--- config.mk ---
export PLATFORM = sky130hd
export DESIGN_NAME = vscale_if_stage
export DESIGN_NICKNAME = d
export VERILOG_FILES = /design/src/rtl/vscale_if_stage.sv
export SDC_FILE = /design/constraint.sdc
export NUM_CORES = 1
export LEC_CHECK = 0
export BUFFER_PORTS_ARGS = -buffer_cell sky130_fd_sc_hd__buf_2
export CAP_MARGIN = 10
export CORE_MARGIN = 8
export CORE_UTILIZATION = 40
export CTS_CLUSTER_DIAMETER = 150
export CTS_CLUSTER_SIZE = 8
export DETAILED_ROUTE_END_ITERATION = 6
export PLACE_DENSITY = 0.79
export SYNTH_ARGS = -nofsm -noshare
export SYNTH_HDL_FRONTEND = slang
export SYNTH_SLANG_ARGS = --single-unit
--- constraint.sdc ---
create_clock -name clk -period 3.1 [get_ports clk]
set_input_delay 0.155 -clock clk [delete_from_list [all_inputs] [get_ports clk]]
set_output_delay 0.155 -clock clk [all_outputs]
set_load 0.01 [all_outputs]
--- src/rtl/vscale_if_stage.sv ---
// vscale_if_stage: instruction-fetch stage of the vscale 3-stage pipeline.
// Latency: fetch address is combinational; the fetched word lands in inst_DX one edge after rdata returns.
// Backpressure: stall_IF holds the fetch PC, stall_DX holds DX registers, imem_wait defers a pending redirect (REPLAY).
// Optional feature macro: VSCALE_IF_PERF_CNT_EN enables the fetch/redirect performance counters.
module vscale_if_stage #(
    parameter logic [31:0] RESET_PC = 32'h0000_0200,
    parameter logic [31:0] NOP_INST = 32'h0000_0013
) (
    input  logic        clk,
    input  logic        reset,
    input  logic [2:0]  i_PC_src_sel,
    input  logic [31:0] i_branch_target,
    input  logic [31:0] i_jal_target,
    input  logic [31:0] i_reg_target,
    input  logic [31:0] i_stvec,
    input  logic        i_stall_IF,
    input  logic        i_kill_IF,
    input  logic        i_stall_DX,
    input  logic        i_imem_wait,
    input  logic [31:0] i_imem_rdata,
    output logic [31:0] o_imem_addr,
    output logic        o_imem_req,
    output logic [31:0] o_PC_IF,
    output logic [31:0] o_PC_DX,
    output logic [31:0] o_inst_DX,
    output logic [31:0] o_fetch_count,
    output logic [31:0] o_redirect_count
);

    typedef enum logic [1:0] {
        ST_BOOT   = 2'd0,
        ST_RUN    = 2'd1,
        ST_REPLAY = 2'd2
    } if_state_t;

    if_state_t   r_state;
    logic [31:0] r_pc_if;
    logic [31:0] r_pend_pc;
    logic [31:0] r_pc_dx;
    logic [31:0] r_inst_dx;

    logic        w_redirect;
    logic [31:0] w_target;
    logic [31:0] w_imem_addr;
    logic        w_dx_upd;
    logic        w_dx_valid;

    // Decode the next-PC select into a redirect flag and its target (JALR target has bit 0 cleared).
    always_comb begin
        w_redirect = 1'b0;
        w_target   = 32'h0;
        case (i_PC_src_sel)
            3'd1: begin w_redirect = 1'b1; w_target = i_branch_target; end
            3'd2: begin w_redirect = 1'b1; w_target = i_jal_target; end
            3'd3: begin w_redirect = 1'b1; w_target = i_reg_target & 32'hFFFF_FFFE; end
            3'd4: begin w_redirect = 1'b1; w_target = i_stvec; end
            default: begin w_redirect = 1'b0; w_target = 32'h0; end
        endcase
    end

    // Fetch address: redirect beats stall_IF beats sequential; REPLAY re-presents the latched target.
    always_comb begin
        w_imem_addr = RESET_PC;
        if (!reset) begin
            case (r_state)
                ST_RUN: begin
                    if (w_redirect)      w_imem_addr = w_target;
                    else if (i_stall_IF) w_imem_addr = r_pc_if;
                    else                 w_imem_addr = r_pc_if + 32'd4;
                end
                ST_REPLAY: w_imem_addr = r_pend_pc;
                default:   w_imem_addr = RESET_PC;
            endcase
        end
    end

    assign o_imem_addr = w_imem_addr;
    assign o_imem_req  = ~reset;

    // Fetch FSM: tracks the IF PC and holds a redirect target across imem wait states.
    always_ff @(posedge clk) begin
        if (reset) begin
            r_state   <= ST_BOOT;
            r_pc_if   <= RESET_PC;
            r_pend_pc <= 32'h0;
        end else begin
            case (r_state)
                ST_BOOT: begin
                    r_pc_if <= RESET_PC;
                    r_state <= ST_RUN;
                end
                ST_RUN: begin
                    r_pc_if <= w_imem_addr;
                    if (w_redirect && i_imem_wait) begin
                        r_pend_pc <= w_target;
                        r_state   <= ST_REPLAY;
                    end
                end
                ST_REPLAY: begin
                    if (!i_imem_wait) r_pc_if <= r_pend_pc;
                    // A fresh redirect replaces the pending target and keeps replaying it.
                    if (w_redirect)        r_pend_pc <= w_target;
                    else if (!i_imem_wait) r_state   <= ST_RUN;
                end
                default: r_state <= ST_BOOT;
            endcase
        end
    end

    assign w_dx_upd   = (r_state != ST_BOOT) && !i_stall_DX;
    assign w_dx_valid = (r_state == ST_RUN) && !i_kill_IF;

    // DX pipeline registers: take the IF instruction when valid, otherwise inject a bubble.
    always_ff @(posedge clk) begin
        if (reset) begin
            r_pc_dx   <= RESET_PC;
            r_inst_dx <= NOP_INST;
        end else if (w_dx_upd) begin
            r_pc_dx   <= r_pc_if;
            r_inst_dx <= w_dx_valid ? i_imem_rdata : NOP_INST;
        end
    end

    assign o_PC_IF   = r_pc_if;
    assign o_PC_DX   = r_pc_dx;
    assign o_inst_DX = r_inst_dx;

`ifdef VSCALE_IF_PERF_CNT_EN
    logic [31:0] r_fetch_count;
    logic [31:0] r_redirect_count;

    // Performance counters: delivered instructions and accepted redirects, both free-running.
    always_ff @(posedge clk) begin
        if (reset) begin
            r_fetch_count    <= 32'h0;
            r_redirect_count <= 32'h0;
        end else begin
            if (w_dx_upd && w_dx_valid)              r_fetch_count    <= r_fetch_count + 32'd1;
            if (w_redirect && (r_state != ST_BOOT))  r_redirect_count <= r_redirect_count + 32'd1;
        end
    end

    assign o_fetch_count    = r_fetch_count;
    assign o_redirect_count = r_redirect_count;
`else
    assign o_fetch_count    = 32'h0;
    assign o_redirect_count = 32'h0;
`endif

endmodule

* Yosys cells after proc, flatten, opt, wreduce, memory -nomap -nowiden *
Cells that the tools add are included.

operators by class
  $add $sub $neg = 1
  equal/unequal tests = 10
  mux-type cells = 16
  bitwise operators = 1
  reductions and logical operators = 13

operator list
  operator                 count
  $mux W32                 7
  $pmux W32 S2             2
  $pmux W32 S4             1
  $pmux W32 S3             1
  $add A32 B3 Y32 const B  1
  $ne A2 B2 Y1 const B     4
  $eq A3 B2 Y1 const B     2
  $mux W2                  3
  $pmux W2 S3              1
  $reduce_and A3 Y1        2
  $reduce_bool A2 Y1       2
  $reduce_or A4 Y1         1
  $eq A3 B1 Y1 const B     1
  $eq A3 B3 Y1 const B     1
  $logic_and A1 B1 Y1      3
  $reduce_bool A3 Y1       1
  $eq A2 B1 Y1 const B     1
  $eq A2 B2 Y1 const B     1
  $logic_not A1 Y1         2
  $logic_not A2 Y1         1
  $reduce_and A2 Y1        1
  $mux W1                  1
  $not A1 Y1               1

word-level totals
  register bits = 130
  logic and storage cells = 46

* Depth between registers and ports, before layout *
Gate-level depths: netlist (run 1).

  depth after elaboration = 7
  mapped depth = 9
  mapped depth without buffers = 7

* Worst setup path before layout (run 1) *
Ideal clock, no wire load.

  path type = flip-flop to output port
  start = register r_pc_if[2], in the netlist o_PC_IF[2]
  end = output o_imem_addr[22]
  arrival time = 2.108 ns
  data required time = 2.945 ns
  slack = 0.837 ns
  stages on the path, launching flop included = 9
  cell sequence = dfxtp_1 > ha_1 > nand3b_1 > or4_1 > clkbuf_2 > clkbuf_1 > nor4_1 > o21ai_0 > a21oi_1

between the ends
  cells in the longest elaborated chain, start to end = 5

ends and longest elaborated chain
  element                 RTL line  source
  start, declared         37        logic [31:0] r_pc_if;
  start signal, assigned  93        r_pc_if <= w_imem_addr;
  start signal, assigned  100       if (!i_imem_wait) r_pc_if <= r_pend_pc;
  $add A32 B3 Y32         69        else w_imem_addr = r_pc_if + 32'd4;
  $mux W32                68        else if (i_stall_IF) w_imem_addr = r_pc_if;
  $mux W32                67        if (w_redirect) w_imem_addr = w_target;
  $pmux W32 S2            65        case (r_state)
  $mux W32                64        if (!reset) begin
  end, declared           21        output logic [31:0] o_imem_addr,

Every way passes these cells.

* Worst setup path after layout (run 1) *
  start = register r_pc_if[4], in the netlist o_PC_IF[4]
  end = output o_imem_addr[25]

Same word-level chain as after synthesis.

==> qor.json, run 1 <==
{
  "run_status": {"value": "completed"},
  "p_int": {"value": 3.66, "unit": "mW"},
  "final_tns_setup": {"value": 0, "unit": "ns"},
  "leakagePower": {"value": 4.38, "unit": "nW"},
  "avgViaCountPerCell": {"value": 5.67},
  "synth_top_cell_area_share": {"value": 34.1, "unit": "%"},
  "synthMostInstantiatedCell": {"value": "sky130_fd_sc_hd__dfxtp_1"},
  "max-slew-margin-rel": {"value": 36.9, "unit": "%"},
  "netlist_area": {"value": 7630, "unit": "um^2"},
  "floorplan.rows": {"value": 50},
  "synth_top_area_cell": {"value": "sky130_fd_sc_hd__dfxtp_1"},
  "placeableCoreArea": {"value": 18700, "unit": "um^2"},
  "synth.top_cells.by_count": {"value": "sky130_fd_sc_hd__dfxtp_1, sky130_fd_sc_hd__nand2_1, sky130_fd_sc_hd__nor2_1"},
  "crit_slowest_cell": {"value": "sky130_fd_sc_hd__or4_1"},
  "fill_cells": {"value": 1747},
  "maxCapViolCount": {"value": 0},
  "die-height": {"value": 154, "unit": "um"},
  "cts.sinks": {"value": 130},
  "power_per_cell_area": {"value": 525, "unit": "nW/um^2"},
  "vdd_ir_drop_max": {"value": 414, "unit": "uV"},
  "cts_buffers": {"value": 17},
  "drt-pass1-iter-count": {"value": 6},
  "report.final.slew_viol_count": {"value": 0},
  "io-pin-count": {"value": 362},
  "num_vias": {"value": 8604},
  "yosys_warnings": {"value": 0},
  "crit_path_max_fanout": {"value": 8},
  "unrepaired_setup_endpoints_after_global_routing": {"value": "no"},
  "synth_cell_types": {"value": 68},
  "place_congestion": {"value": 0.921},
  "final-setup-viol-count": {"value": 0},
  "drive_gt1_share": {"value": 30.3, "unit": "%"},
  "dr_top_layer": {"value": "met4"},
  "final.period_utilization": {"value": 94.5, "unit": "%"},
  "cpPeakStageDelay": {"value": 0.47, "unit": "ns"},
  "depth_of_the_cts_h_tree": {"value": 4},
  "drcViolationCount": {"value": 0},
  "finish.utilization": {"value": 54.0, "unit": "%"},
  "timing_hold_violations_final": {"value": 0},
  "arr_time_crit_path": {"value": 2.78, "unit": "ns"},
  "ranking_of_synthesized_cells_by_area": {"value": "sky130_fd_sc_hd__dfxtp_1, sky130_fd_sc_hd__buf_4, sky130_fd_sc_hd__nand2_1"},
  "min_path_type": {"value": "in -> reg"},
  "port_buffers": {"value": 296},
  "met3RoutedLength": {"value": 2.79, "unit": "mm"},
  "cts_tree": {"value": "yes"},
  "power.share.clock": {"value": 42.0, "unit": "%"},
  "grt_pass1_wl": {"value": 45.1, "unit": "mm"},
  "switching_share": {"value": 30.9, "unit": "%"},
  "drt_first_iter_violations": {"value": 683},
  "share_seq_of_total_power": {"value": 35.1, "unit": "%"},
  "clock_insertion_delay_worst_skew": {"value": 0.42, "unit": "ns"},
  "worstMarginPinSlew": {"value": 0.942, "unit": "ns"},
  "instances_no_fill": {"value": 1518},
  "postSynthRegisterBits": {"value": 130},
  "track_usage": {"value": 23.6, "unit": "%"},
  "routed_met1_length": {"value": 11.5, "unit": "mm"},
  "dp_cells": {"value": 1452},
  "clk_transition_reported_paths": {"value": 0.06, "unit": "ns"},
  "grt_pass1_vias": {"value": 8331},
  "hold_slack": {"value": 0.0113, "unit": "ns"},
  "kind_of_cell_with_the_highest_combined_delay_on_the_critical_path": {"value": "simple AND/OR/NAND/NOR gates"},
  "met2_length": {"value": 14.7, "unit": "mm"},
  "grt_antenna_before_repair": {"value": 1},
  "maxClockFrequency": {"value": 341, "unit": "MHz"},
  "grt_start_max_net_pins": {"value": 43},
  "critical_path.reg2reg.startpoint": {"value": "r_state[1]"},
  "global_route.overflow_total": {"value": 0},
  "p_comb_share": {"value": 23.0, "unit": "%"},
  "synth.yosys.seq_area_share": {"value": 34.1, "unit": "%"},
  "post-dp-hpwl": {"value": 21.9, "unit": "mm"},
  "timing.final.crit_period": {"value": 2.93, "unit": "ns"},
  "area_delta_synth_final": {"value": 32.3, "unit": "%"},
  "max_clock_skew": {"value": 0.00940, "unit": "ns"},
  "worst_setup_path_start_kind": {"value": "register"},
  "drt-total-wl": {"value": 29.8, "unit": "mm"},
  "postRouteAntennaNets": {"value": 0},
  "initial_utilization": {"value": 40.8, "unit": "%"},
  "synth-edff-count": {"value": 0},
  "startpoint": {"value": "o_PC_IF[4]"},
  "hold_start": {"value": "i_imem_rdata[28]"},
  "timing_worst_setup_path_type": {"value": "reg -> out"},
  "crit_buf_inv": {"value": 1},
  "die_width": {"value": 154, "unit": "um"},
  "timing.critical_path.to_type": {"value": "primary output"},
  "final_nets": {"value": 1444},
  "clk_path_buf_depth": {"value": 2},
  "syn-mean-instance-area": {"value": 7.85, "unit": "um^2"},
  "ys.flop_type": {"value": "sky130_fd_sc_hd__dfxtp_1"},
  "wl_per_cell": {"value": 19.6, "unit": "um"},
  "cts_root_buffer": {"value": "sky130_fd_sc_hd__clkbuf_16"},
  "critical_path.cell_chain": {"value": "nand4b_1 > nor2_2 > nand4_1 > or4_1 > o211ai_1 > buf_2"},
  "worstPathRequired": {"value": 2.94, "unit": "ns"},
  "async_set_reset_flop_share_out_of_synthesis": {"value": 0, "unit": "%"},
  "p_switching": {"value": 1.64, "unit": "mW"},
  "synthesized_netlist_cell_count": {"value": 972},
  "design.die.area": {"value": 23700, "unit": "um^2"}
}
## per-stage QoR
stage                     total power, mW  setup slack (ns)  instance area (um^2)
after floorplan                      2.65             0.837                  7860
after global placement               3.03             0.578                  9110
after detailed placement             3.05             0.487                  9110
after CTS                            5.31            0.0401                 10100
after global routing                 5.51            0.0126                 10100
final                                5.29             0.170                 10100
## state kept, by name, summed over array words and instances, names as in the netlist
register	cells
o_PC_IF	32
o_PC_DX	32
r_pend_pc	32
o_inst_DX	32
r_state	2
## layer usage
layer / vias to the layer above / track usage [%]
met4: 0 / 8.17
met5: - / 0
met3: 55 / 6.61
met2: 467 / 40.2
li1: 4037 / -
met1: 4045 / 28.1
## layout by cell type, fill, tap and decap left out, types with 8 or more instances in the layout
cell type	n
sky130_fd_sc_hd__nand2_1	119
sky130_fd_sc_hd__conb_1	64
sky130_fd_sc_hd__nor2_1	94
sky130_fd_sc_hd__a22oi_1	56
sky130_fd_sc_hd__a21oi_1	62
sky130_fd_sc_hd__or3_1	8
sky130_fd_sc_hd__o22ai_1	24
sky130_fd_sc_hd__buf_2	295
sky130_fd_sc_hd__a22o_1	15
sky130_fd_sc_hd__inv_1	16
sky130_fd_sc_hd__dlygate4sd3_1	30
sky130_fd_sc_hd__buf_4	32
sky130_fd_sc_hd__mux2i_1	22
sky130_fd_sc_hd__mux2_2	13
sky130_fd_sc_hd__o21ai_0	29
sky130_fd_sc_hd__a222oi_1	14
sky130_fd_sc_hd__a311oi_1	12
sky130_fd_sc_hd__nor3_1	27
sky130_fd_sc_hd__nand2b_1	17
sky130_fd_sc_hd__nand3_1	20
sky130_fd_sc_hd__xnor2_1	13
sky130_fd_sc_hd__dfxtp_1	130
sky130_fd_sc_hd__clkbuf_16	17
sky130_fd_sc_hd__nand4_1	16
sky130_fd_sc_hd__o221ai_1	8
## final timing paths
path | slack, ns | to | cells after the start
setup / recovery | 0.17 | o_imem_addr[25] | 6
hold / removal | 0.01 | o_inst_DX[28] | 3
setup reg to reg | 0.62 | o_PC_IF[26] | 8
hold reg to reg | 0.45 | o_PC_DX[30] | 2
## power groups by stage
stage                     Clock (mW)  Combinational [mW]  Sequential (mW)
after floorplan                    0               0.770             1.88
after global placement             0                1.14             1.88
after detailed placement           0                1.16             1.89
after CTS                       2.26                1.20             1.85
after global routing            2.33                1.32             1.87
final                           2.22                1.22             1.86
## worst register-to-register path, delay by kind of cell (launching register included)
kind / cells / cell delay [ns]
and+or+nand+nor: 3 / 0.91
DFF: 1 / 0.40
AOI/OAI and AO/OA: 1 / 0.42
adders and majority gates: 1 / 0.20
buffers and inverters: 3 / 0.41
## kinds of logic (layout without fill, tap and decap cells)
logic type | count (synthesis) | in the layout | synth area share (%)
other cells | 1 | 66 | 0.0492
fa+ha+maj | 6 | 6 | 0.984
buf+inv | 160 | 407 | 11.2
simple gates | 345 | 345 | 21.3
xor+xnor | 17 | 17 | 1.95
flops | 130 | 130 | 34.1
mux | 35 | 35 | 4.81
compound gates | 278 | 278 | 25.7
## layout make-up
| cell class | instances | area (um^2) | area share, % |
|---|---|---|---|
| diodes | 2 | 5.00 | 0.0496 |
| clock buffers | 19 | 443 | 4.39 |
| clock inverters | 13 | 208 | 2.06 |
| inverters | 17 | 63.8 | 0.632 |
| multi-input cells | 745 | 4440 | 44.0 |
| flip-flops and latches | 130 | 2600 | 25.8 |
| well taps | 234 | 293 | 2.90 |
| repair buffers | 358 | 2040 | 20.2 |
## repair_timing
| item | in CTS | in global routing |
|---|---|---|
| gates resized for setup | 0 | 2 |
| endpoints found under the hold margin | 30 | 0 |
| buffers inserted | 0 | 2 |
| hold buffers | 30 | 0 |
| setup endpoints to repair | 0 | 6 |
Note: power is estimated with default switching activity, not from simulation.
==> run 2, diff against run 1 <==
- GPL_TIMING_DRIVEN: unset -> 0
==> qor.json, run 2 (same netlist as run 1, synthesis figures left out) <==
{
  "clk_path_buf_depth": {"value": 2, "change": "unchanged"},
  "multi_input_combinational_cell_area": {"value": 4440, "unit": "um^2", "change": "about the same"},
  "port_buffers": {"value": 294, "change": "was 296"},
  "wl_per_cell": {"value": 19.4, "unit": "um", "change": "was 19.6 um"},
  "leakagePower": {"value": 4.70, "unit": "nW", "change": "was 4.38 nW"},
  "cts.sinks": {"value": 130, "change": "unchanged"},
  "sequential_area": {"value": 2610, "unit": "um^2", "change": "was 2600 um^2"},
  "fill_cells": {"value": 1733, "change": "was 1747"},
  "timing_worst_setup_path_type": {"value": "reg -> out", "change": "unchanged"},
  "report.final.slew_viol_count": {"value": 0, "change": "unchanged"},
  "cts_buffers": {"value": 17, "change": "unchanged"},
  "post-dp-hpwl": {"value": 24.5, "unit": "mm", "change": "was 21.9 mm"},
  "drt_first_iter_violations": {"value": 1035, "change": "was 683"},
  "arr_time_crit_path": {"value": 2.90, "unit": "ns", "change": "was 2.78 ns"},
  "die_width": {"value": 154, "unit": "um", "change": "unchanged"},
  "global_route.overflow_total": {"value": 0, "change": "unchanged"},
  "power_per_cell_area": {"value": 481, "unit": "nW/um^2", "change": "was 525 nW/um^2"},
  "maxClockFrequency": {"value": 327, "unit": "MHz", "change": "was 341 MHz"},
  "unrepaired_setup_endpoints_after_global_routing": {"value": "yes", "change": "was no"},
  "layout_commonest_cell": {"value": "sky130_fd_sc_hd__buf_2", "change": "unchanged"},
  "drt-pass1-iter-count": {"value": 7, "change": "was 6"},
  "drive_gt1_share": {"value": 31.9, "unit": "%", "change": "was 30.3%"},
  "placeableCoreArea": {"value": 18700, "unit": "um^2", "change": "unchanged"},
  "cts_root_buffer": {"value": "sky130_fd_sc_hd__clkbuf_16", "change": "unchanged"},
  "num_vias": {"value": 9196, "change": "was 8604"},
  "maxCapViolCount": {"value": 0, "change": "unchanged"},
  "final.period_utilization": {"value": 98.6, "unit": "%", "change": "was 94.5%"},
  "worst_setup_path_start_kind": {"value": "register", "change": "unchanged"},
  "postRouteAntennaNets": {"value": 0, "change": "unchanged"},
  "vdd_ir_drop_max": {"value": 395, "unit": "uV", "change": "was 414 uV"},
  "cts_tree": {"value": "yes", "change": "unchanged"},
  "drcViolationCount": {"value": 3, "change": "was 0"},
  "place_congestion": {"value": 0.926, "change": "was 0.921"},
  "drt-total-wl": {"value": 31.8, "unit": "mm", "change": "was 29.8 mm"},
  "grt_pass1_wl": {"value": 47.7, "unit": "mm", "change": "was 45.1 mm"},
  "failed_checks": {"value": "DRC"},
  "min_path_type": {"value": "in -> reg", "change": "unchanged"},
  "avgViaCountPerCell": {"value": 5.62, "change": "was 5.67"},
  "totalPowerFinal": {"value": 5.10, "unit": "mW", "change": "was 5.29 mW"},
  "run_status": {"value": "complete, but fails checks", "change": "was completed"},
  "initial_utilization": {"value": 40.8, "unit": "%", "change": "unchanged"},
  "area_delta_synth_final": {"value": 39.1, "unit": "%", "change": "was 32.3%"},
  "dp_cells": {"value": 1563, "change": "was 1452"},
  "placement.setup.worst_slack": {"value": 0.118, "unit": "ns", "change": "was 0.487 ns"},
  "design.die.area": {"value": 23700, "unit": "um^2", "change": "unchanged"},
  "floorplan.rows": {"value": 50, "change": "unchanged"},
  "track_usage": {"value": 25.2, "unit": "%", "change": "was 23.6%"},
  "finish.utilization": {"value": 56.7, "unit": "%", "change": "was 54.0%"},
  "die-height": {"value": 154, "unit": "um", "change": "unchanged"},
  "worstPathRequired": {"value": 2.94, "unit": "ns", "change": "about the same"},
  "layout_common_cells": {"value": "sky130_fd_sc_hd__buf_2, sky130_fd_sc_hd__dfxtp_1, sky130_fd_sc_hd__nand2_1, sky130_fd_sc_hd__nor2_1, sky130_fd_sc_hd__buf_4", "change": "was sky130_fd_sc_hd__buf_2, sky130_fd_sc_hd__dfxtp_1, sky130_fd_sc_hd__nand2_1, sky130_fd_sc_hd__nor2_1, sky130_fd_sc_hd__conb_1"},
  "depth_of_the_cts_h_tree": {"value": 4, "change": "unchanged"},
  "final_tns_setup": {"value": 0, "unit": "ns", "change": "unchanged"},
  "worstMarginPinSlew": {"value": 0.898, "unit": "ns", "change": "was 0.942 ns"},
  "timing_hold_violations_final": {"value": 0, "change": "unchanged"},
  "clk_transition_reported_paths": {"value": 0.06, "unit": "ns", "change": "about the same"},
  "final-setup-viol-count": {"value": 0, "change": "unchanged"},
  "grt_antenna_before_repair": {"value": 2, "change": "was 1"},
  "clock_insertion_delay_worst_skew": {"value": 0.42, "unit": "ns", "change": "about the same"},
  "post-route-worst-setup-slack": {"value": 0.0419, "unit": "ns", "change": "was 0.170 ns"},
  "instances_no_fill": {"value": 1636, "change": "was 1518"},
  "max-slew-margin-rel": {"value": 39.9, "unit": "%", "change": "was 36.9%"},
  "timing.final.crit_period": {"value": 3.06, "unit": "ns", "change": "was 2.93 ns"},
  "final_nets": {"value": 1562, "change": "was 1444"},
  "timing.critical_path.to_type": {"value": "primary output", "change": "unchanged"},
  "max_clock_skew": {"value": 0.00932, "unit": "ns", "change": "was 0.00940 ns"},
  "crit_path_max_fanout": {"value": 9, "change": "was 8"},
  "grt_start_max_net_pins": {"value": 17, "change": "was 43"},
  "grt_pass1_vias": {"value": 8887, "change": "was 8331"},
  "io-pin-count": {"value": 362, "change": "unchanged"}
}
run 2: final cells by class:
class                      count  area share, %
inverter                      17          0.601
multi-input combinational    745           41.8
buffer                       143           7.57
timing repair buffer         333           17.4
antenna                        2         0.0472
clock inverter                14           1.23
sequential                   130           24.6
clock buffer                  18           4.05
tap                          234           2.76
run 2: through the flow:
| stage | hold slack, ns | area, um^2 |
|---|---|---|
| 3_3_place_gp | 0.370 | 9630 |
| 3_5_place_dp | 0.376 | 9630 |
| 4_1_cts | 0.131 | 10500 |
| 6_report | 0.147 | 10600 |
| 5_1_grt | 0.165 | 10600 |
| 2_1_floorplan | 0.279 | 7860 |
run 2: what timing repair did:
action,in CTS,in global routing
pin swaps,0,7
setup endpoints to repair,15,24
buffers inserted,0,7
hold endpoints to repair,32,0
hold buffers,32,0
resized for setup,3,26
run 2: worst max-delay path, cell delays in order (launching register included):
cell	delay, ns
sky130_fd_sc_hd__dfxtp_1	0.46
sky130_fd_sc_hd__nand4b_1	0.47
sky130_fd_sc_hd__nor2_2	0.52
sky130_fd_sc_hd__nand4_1	0.27
sky130_fd_sc_hd__or4_1	0.45
sky130_fd_sc_hd__o211ai_1	0.12
sky130_fd_sc_hd__buf_2	0.19
run 2: layer usage:
| layer | GRT usage [%] | routed length, um | share of wire [%] |
|---|---|---|---|
| met5 | 0 | 0 | 0 |
| met4 | 11.8 | 1270 | 4.0 |
| met3 | 6.75 | 3290 | 10 |
| met2 | 42.0 | 15100 | 47 |
| met1 | 29.7 | 12200 | 38 |
run 2: power by group:
group	internal [mW]	leakage [nW]	switching, mW
Clock	1.11	0.260	0.819
Sequential	1.77	1.05	0.0854
Combinational	0.482	3.38	0.833
Total	3.37	4.70	1.74
run 2: path summary, 6_finish.rpt:
path                     end       start  depth (start not counted)  slack [ns]
max          o_imem_addr[25]  o_PC_IF[4]                          6        0.04
min               o_PC_DX[0]  i_stall_DX                          4        0.15
max reg2reg       o_PC_IF[8]  r_state[0]                          9        0.20
min reg2reg       o_PC_DX[4]  o_PC_DX[4]                          2        0.45
